==> src/rtl/stall_controller.sv <==
// D-cache miss sequencer: victim writeback, refill, cache update; freezes the pipeline while busy.
// Outputs are valid in the first cycle of each state; no stall when the request hits; waits on mem_ready_i indefinitely.
module stall_controller #(
  parameter int TIMEOUT_CYCLES = 255,
  parameter int CNT_W          = 16
) (
  input  logic             clk_i,
  input  logic             rst_i,
  input  logic             MemRead_i,
  input  logic             MemWrite_i,
  input  logic             hit_i,
  input  logic             dirty_i,
  input  logic             mem_ready_i,
  output logic             mem_req_o,
  output logic             mem_we_o,
  output logic             cache_we_o,
  output logic             stall_o,
  output logic             timeout_o,
  output logic [CNT_W-1:0] miss_cnt_o
);

  typedef enum logic [1:0] {IDLE, WRITEBACK, REFILL, UPDATE} state_t;

  localparam logic [7:0] TO_LIM = TIMEOUT_CYCLES[7:0];

  state_t     state;
  state_t     next_state;
  logic [7:0] wait_cnt;
  logic [7:0] wait_cnt_nxt;
  logic       timeout_nxt;
  logic       miss;
  logic       in_wait;
  logic       enter_wait;
  logic       start;
  logic       req_nxt;
  logic       we_nxt;
  logic       cwe_nxt;

  // Reset masks the miss term so stall stays low while rst_i is asserted.
  assign miss    = (MemRead_i | MemWrite_i) & ~hit_i & rst_i;
  assign stall_o = (state != IDLE) | miss;
  assign in_wait = (state == WRITEBACK) | (state == REFILL);
  assign start   = (state == IDLE) & miss;

  always_comb begin
    next_state = state;
    case (state)
      IDLE:      if (miss) next_state = dirty_i ? WRITEBACK : REFILL;
      WRITEBACK: if (mem_ready_i) next_state = REFILL;
      REFILL:    if (mem_ready_i) next_state = UPDATE;
      UPDATE:    next_state = IDLE;
      default:   next_state = IDLE;
    endcase

    req_nxt = (next_state == WRITEBACK) | (next_state == REFILL);
    we_nxt  = (next_state == WRITEBACK);
    cwe_nxt = (next_state == UPDATE);

    enter_wait = (next_state != state) &
                 ((next_state == WRITEBACK) | (next_state == REFILL));

    wait_cnt_nxt = wait_cnt;
    if (enter_wait) begin
      wait_cnt_nxt = 8'd0;
    end else if (in_wait && !mem_ready_i && wait_cnt != 8'hFF) begin
      wait_cnt_nxt = wait_cnt + 8'd1;
    end

    // Sticky: the FSM keeps waiting after the flag is raised.
    timeout_nxt = timeout_o | (in_wait & ~enter_wait & (wait_cnt_nxt >= TO_LIM));
  end

  always_ff @(posedge clk_i or negedge rst_i) begin
    if (!rst_i) begin
      state      <= IDLE;
      mem_req_o  <= 1'b0;
      mem_we_o   <= 1'b0;
      cache_we_o <= 1'b0;
      timeout_o  <= 1'b0;
      wait_cnt   <= 8'd0;
      miss_cnt_o <= '0;
    end else begin
      state      <= next_state;
      mem_req_o  <= req_nxt;
      mem_we_o   <= we_nxt;
      cache_we_o <= cwe_nxt;
      timeout_o  <= timeout_nxt;
      wait_cnt   <= wait_cnt_nxt;
      if (start && miss_cnt_o != {CNT_W{1'b1}}) begin
        miss_cnt_o <= miss_cnt_o + CNT_W'(1);
      end
    end
  end

endmodule
==> config.mk <==
export PLATFORM = sky130hd
export DESIGN_NAME = stall_controller
export DESIGN_NICKNAME = d
export VERILOG_FILES = /design/src/rtl/stall_controller.sv
export SDC_FILE = /design/constraint.sdc
export NUM_CORES = 1
export LEC_CHECK = 0
export ABC_AREA = 1
export CAP_MARGIN = 15
export CORE_ASPECT_RATIO = 0.7
export CORE_MARGIN = 1
export CORE_UTILIZATION = 40
export DETAILED_ROUTE_END_ITERATION = 10
export SLEW_MARGIN = 30
export SYNTH_ARGS = -nofsm -noshare
export SYNTH_HDL_FRONTEND = slang
export SYNTH_SLANG_ARGS = --single-unit
==> constraint.sdc <==
create_clock -name clk_i -period 1.9 [get_ports clk_i]
set_input_delay 0.285 -clock clk_i [delete_from_list [all_inputs] [get_ports clk_i]]
set_output_delay 0.285 -clock clk_i [all_outputs]
set_load 0.01 [all_outputs]
# Yosys cells after proc, flatten, opt, wreduce, memory -nomap -nowiden
# Cells that the tools add are included.
# Widths: inputs -> output; s select.
# op_classes
addsub	2
n_lt_le_gt_ge	1
eq_ne	9
mux	7
bitwise	13
reduce_logical	6
# ops
op	count
$add 16x1->16 const B	1
$mux 8	2
$ne 16x16->1 const B	1
$add 8x1->8 const B	1
$eq 2x2->1 const B	4
$ge 8x8->1 const B	1
$mux 2	4
$ne 8x8->1 const B	1
$pmux 2 s4	1
$and 1x1->1	6
$or 1x1->1	5
$eq 2x1->1 const B	2
$logic_and 1x1->1	3
$logic_not 2->1	1
$ne 2x2->1	1
$not 1->1	2
$reduce_bool 2->1	1
$logic_not 1->1	1
# totals
regBits	30
out_inout_bits	21
wordCells	45

# Longest topological paths before layout
# depth
ltp_word	12
depth_mapped	15
ltp_nobuf	15

# Worst setup path after synthesis
# No wires, ideal clock.
# synth_timing
path_kind	reg-to-reg
start	register state[1]
end	register timeout_o
setup_time_ns	0.065
arrival_time_ns	1.638
setup_slack_ns	0.198
stages_incl_launch_ff	13
n_path_buf	0
cell_sequence	dfrtp_1 -> inv_1 -> ha_1 -> a21oi_1 -> nor2_1 -> nand2_1 -> nand2_1 -> ha_1 -> nand2_1 -> nand2_1 -> nor2_1 -> nand2_1 -> nand2_1
# synth_via
elab_chain_cells	9
word_cells_on_any_way	23
cone_classes	order compare (1); eq/ne (6); mux (6); bitwise (7); reduce/logical (3)
# synth_rtl
element	line	source
start, declared	26	state_t state;
start signal, assigned	83	state <= next_state;
$eq 2x2->1 (tied with other cells)	47	case (state)
$pmux 2 s4 *	47	
named net next_state[0]	27	state_t next_state;
$eq 2x1->1 / $eq 2x2->1 (equally long branches)	--	
$or 1x1->1 *	--	
named net req_nxt	35	logic req_nxt;
$and 1x1->1 *	59	enter_wait = (next_state != state) &
$mux 8 / $not 1->1 (equally long branches)	63, 70	
$ge 8x8->1 / $and 1x1->1 (equally long branches)	70	timeout_nxt = timeout_o | (in_wait & ~enter_wait & (wait_cnt_nxt >= TO_LIM));
$and 1x1->1 *	70	
$or 1x1->1 *	70	
named net timeout_nxt	30	logic timeout_nxt;
end signal, assigned	87	timeout_o <= timeout_nxt;
end, declared	18	output logic timeout_o,
# Mark *: on every way through the listed nets, which the timed path passes. The rest lies on a longest branch.
# A chain may end at the register's enable or synchronous reset.

# Final worst setup path
# Ends and elaborated chain as after synthesis.

==> key figures <==
Place
  • DP HPWL: just under 3000 um
  • PortBufs: 27
  • Placer congestion estimate: 0.923
  • Worst slack, placed: -0.255 ns
  • Placed cell count: 320
  • Placed cell area: about 2200 um^2

Clock tree
  • Post-CTS Hold Buffers: 0
  • CTS tree: yes
  • CTS buffer count: 5
  • CTS Root Cell: clkbuf_8
  • Reg clk slew, reported paths: roughly 0.060 ns
  • CTS max path bufs: 2
  • Clock H-tree levels: 2
  • Worst skew pair latency: 0.28 ns
  • CTS Sinks: 30

Die
  • Site Rows: 20
  • Die height: 58.3 um
  • Core area: ~4400 um^2
  • I/O pin count: 28
  • DIE AREA: approximately 4800 um^2
  • Starting density of the core: between 40% and 50%
  • Die Width: 82.5 um

Critical path
  • Crit-path max cell delay: 0.44 ns
  • Data required time at the worst endpoint: 2.07 ns
  • Most frequent cell on the critical path: nand2_1
  • CP top delay family: simple AND/OR/NAND/NOR gates
  • Crit path buf inv count: 1
  • Critical Path Source: state[1]
  • Crit end category: register
  • FF-to-FF Start: state[1]
  • Max Fanout on Critical Path: 5
  • CP cell instances: inv_4, ha_1, a21oi_2, nor2_1, nand2_1, nand2_2, ha_4, nand2_4, nand2_2, nor2_1, nand2_1, nand2_1
  • CP Depth: 12
  • Slowest cell on crit path: dfrtp_2
  • Worst Setup Start Kind: register
  • R2R cell count: 12
  • Crit path DAT: 1.96 ns
  • Crit Path Category: register to register

Synthesis
  • Synth warn: 0
  • Distinct cell type count after synthesis: 25
  • Mapped Avg Cell Area: 8.02 um^2
  • Sequential area share after synthesis: 41.4%
  • Top FF cell, synth: dfrtp_1
  • Cell area after synthesis: 1810 um^2
  • Synthesized Nets: between 200 and 250
  • Cells after Synth: between 200 and 250
  • Ys async rst share: 100%
  • Synth Register Bits: 30
  • EDFF count, synth: 0

STA
  • Final Max Tran Viols: 0
  • Setup-failing EPs final: 0
  • Minimum clock period: ~1.8 ns
  • Max Fclk: 558 MHz
  • Fraction of the cycle the final worst path needs: a little over nine tenths
  • Final worst slack: roughly 0.11 ns
  • Least-Margin Pin Slew: 0.383 ns
  • Setup TNS Final: 0 ns
  • Max-slew headroom: ~74%
  • Fin. Hold Viols: 0
  • Worst-case clock skew: around 0.0028 ns

Pwr
  • PwrDens: 1410 nW/um^2
  • Max VDD drop: 0.865 mV
  • Total leakage power: roughly 1.2 nW

Hold path
  • Hold/Removal Path Class: input port to async pin

Route
  • DR WL/cell: approximately 12 um
  • Routed vias: about 1500
  • # DRC: 0
  • Iter 0 DRT Violations: 103
  • Via density: 4.62
  • Pre-Repair DR Iteration Count: 5
  • Total routed wirelength: 4010 um
  • Post-DRT Antenna Nets: 0

Run status
  • Status: finished clean

Final layout
  • Nets: 289
  • Cell area after layout: approximately 2400 um^2
  • Finished Layout Cells: 328
  • Antenna Cells: 0
  • Final Util: 55.6%
  • Fill cells: 405
  • Share of post-route cells with drive strength above 1: around 23%
  • Area grow syn2layout: 33.6%

Global route
  • Total gr overflow: 0
  • Initial antenna violation count: 0
  • Largest net degree at the start of global routing: 31
  • Vias in the first global route: 1280
  • Overall Global Routing Usage: 17.7%
  • First-pass GRT wire length: 6130 um

Run
  • Max cap viols: 0
## final timing paths
kind                                 end  slack [ns]
max                            timeout_o        0.11
min                        miss_cnt_o[8]        0.45
max reg2reg                    timeout_o        0.11
min reg2reg                    timeout_o        0.51
max in group asynchronous       state[1]        1.15
min in group clk_i             timeout_o        0.51
## stage by stage
stage / power, W / hold slack [ns]
floorplan: 0.00195 / -0.0106
global placement: 0.00256 / 0.498
detailed placement: 0.00257 / 0.500
CTS: 0.00327 / 0.436
global route: 0.00370 / 0.476
finish: 0.00342 / 0.454
## cell type report
class	instances	area, um^2	share of cell area, %
timing repair buffer	41	374	15.4
inverter	36	140	5.79
clock buffer	6	82.6	3.41
multi-input combinational	159	975	40.2
clock inverter	1	30.0	1.24
sequential	30	752	31.0
tap	55	68.8	2.84
## registers in the layout, indices dropped and copies added, names as in the netlist
register / count
wait_cnt: 8
state: 2
timeout_o: 1
mem_we_o: 1
miss_cnt_o: 16
cache_we_o: 1
mem_req_o: 1
## kinds of logic after synthesis
| family | Yosys count | synth area share [%] |
|---|---|---|
| buf+inv | 37 | 8.21 |
| xor+xnor | 18 | 8.70 |
| fa+ha+maj | 9 | 6.21 |
| compound gates | 15 | 4.90 |
| mux | 1 | 0.552 |
| simple gates | 116 | 30.0 |
| flops | 30 | 41.4 |
## cells in the final DEF, fill, tap and decap left out, drive strengths merged, types with 9 or more instances in the layout
| master | n |
|---|---|
| buf | 14 |
| clkdlybuf4s50 | 26 |
| dfrtp | 30 |
| ha | 9 |
| inv | 36 |
| nand2 | 61 |
| nand3 | 15 |
| nor2 | 30 |
| o21ai | 10 |
| xor2 | 11 |
## layer usage
metal | vias to the layer above | GRT usage, % | part of all wire [%] | wire, um
met4 | 0 | 6.02 | 0.47 | 19
met1 | 676 | 28.7 | 55 | 2220
li1 | 795 | - | - | -
met3 | 2 | 5.12 | 4.7 | 189
met5 | - | 0 | 0 | 0
met2 | 42 | 21.5 | 39 | 1580
## synth_stat cells (4+ instances only)
| master | number | area share (%) |
|---|---|---|
| nand2_1 | 51 | 11 |
| inv_1 | 31 | 6.4 |
| dfrtp_1 | 30 | 41 |
| nor2_1 | 27 | 5.6 |
| nand3_1 | 11 | 3.0 |
| xor2_1 | 11 | 5.3 |
| ha_1 | 9 | 6.2 |
| nand2_2 | 8 | 2.8 |
| xnor2_1 | 7 | 3.4 |
| nand4_1 | 6 | 2.1 |
| o21ai_1 | 6 | 1.7 |
| inv_2 | 4 | 0.83 |
| nand3_2 | 4 | 2.2 |
| o21ai_0 | 4 | 1.1 |
## repair_timing
action / in CTS / in global routing
pin swaps: 0 / 9
gates resized for setup: 3 / 17
buffers inserted: 1 / 1
hold endpoints to repair: 0 / 0
endpoints found under the setup margin: 2 / 7
## report_power, final
part           internal [W]  switching (W)
Clock              0.000419       0.000234
Combinational      0.000791       0.000979
Sequential         0.000822       0.000178
Note: power is estimated with default switching activity, not from simulation.
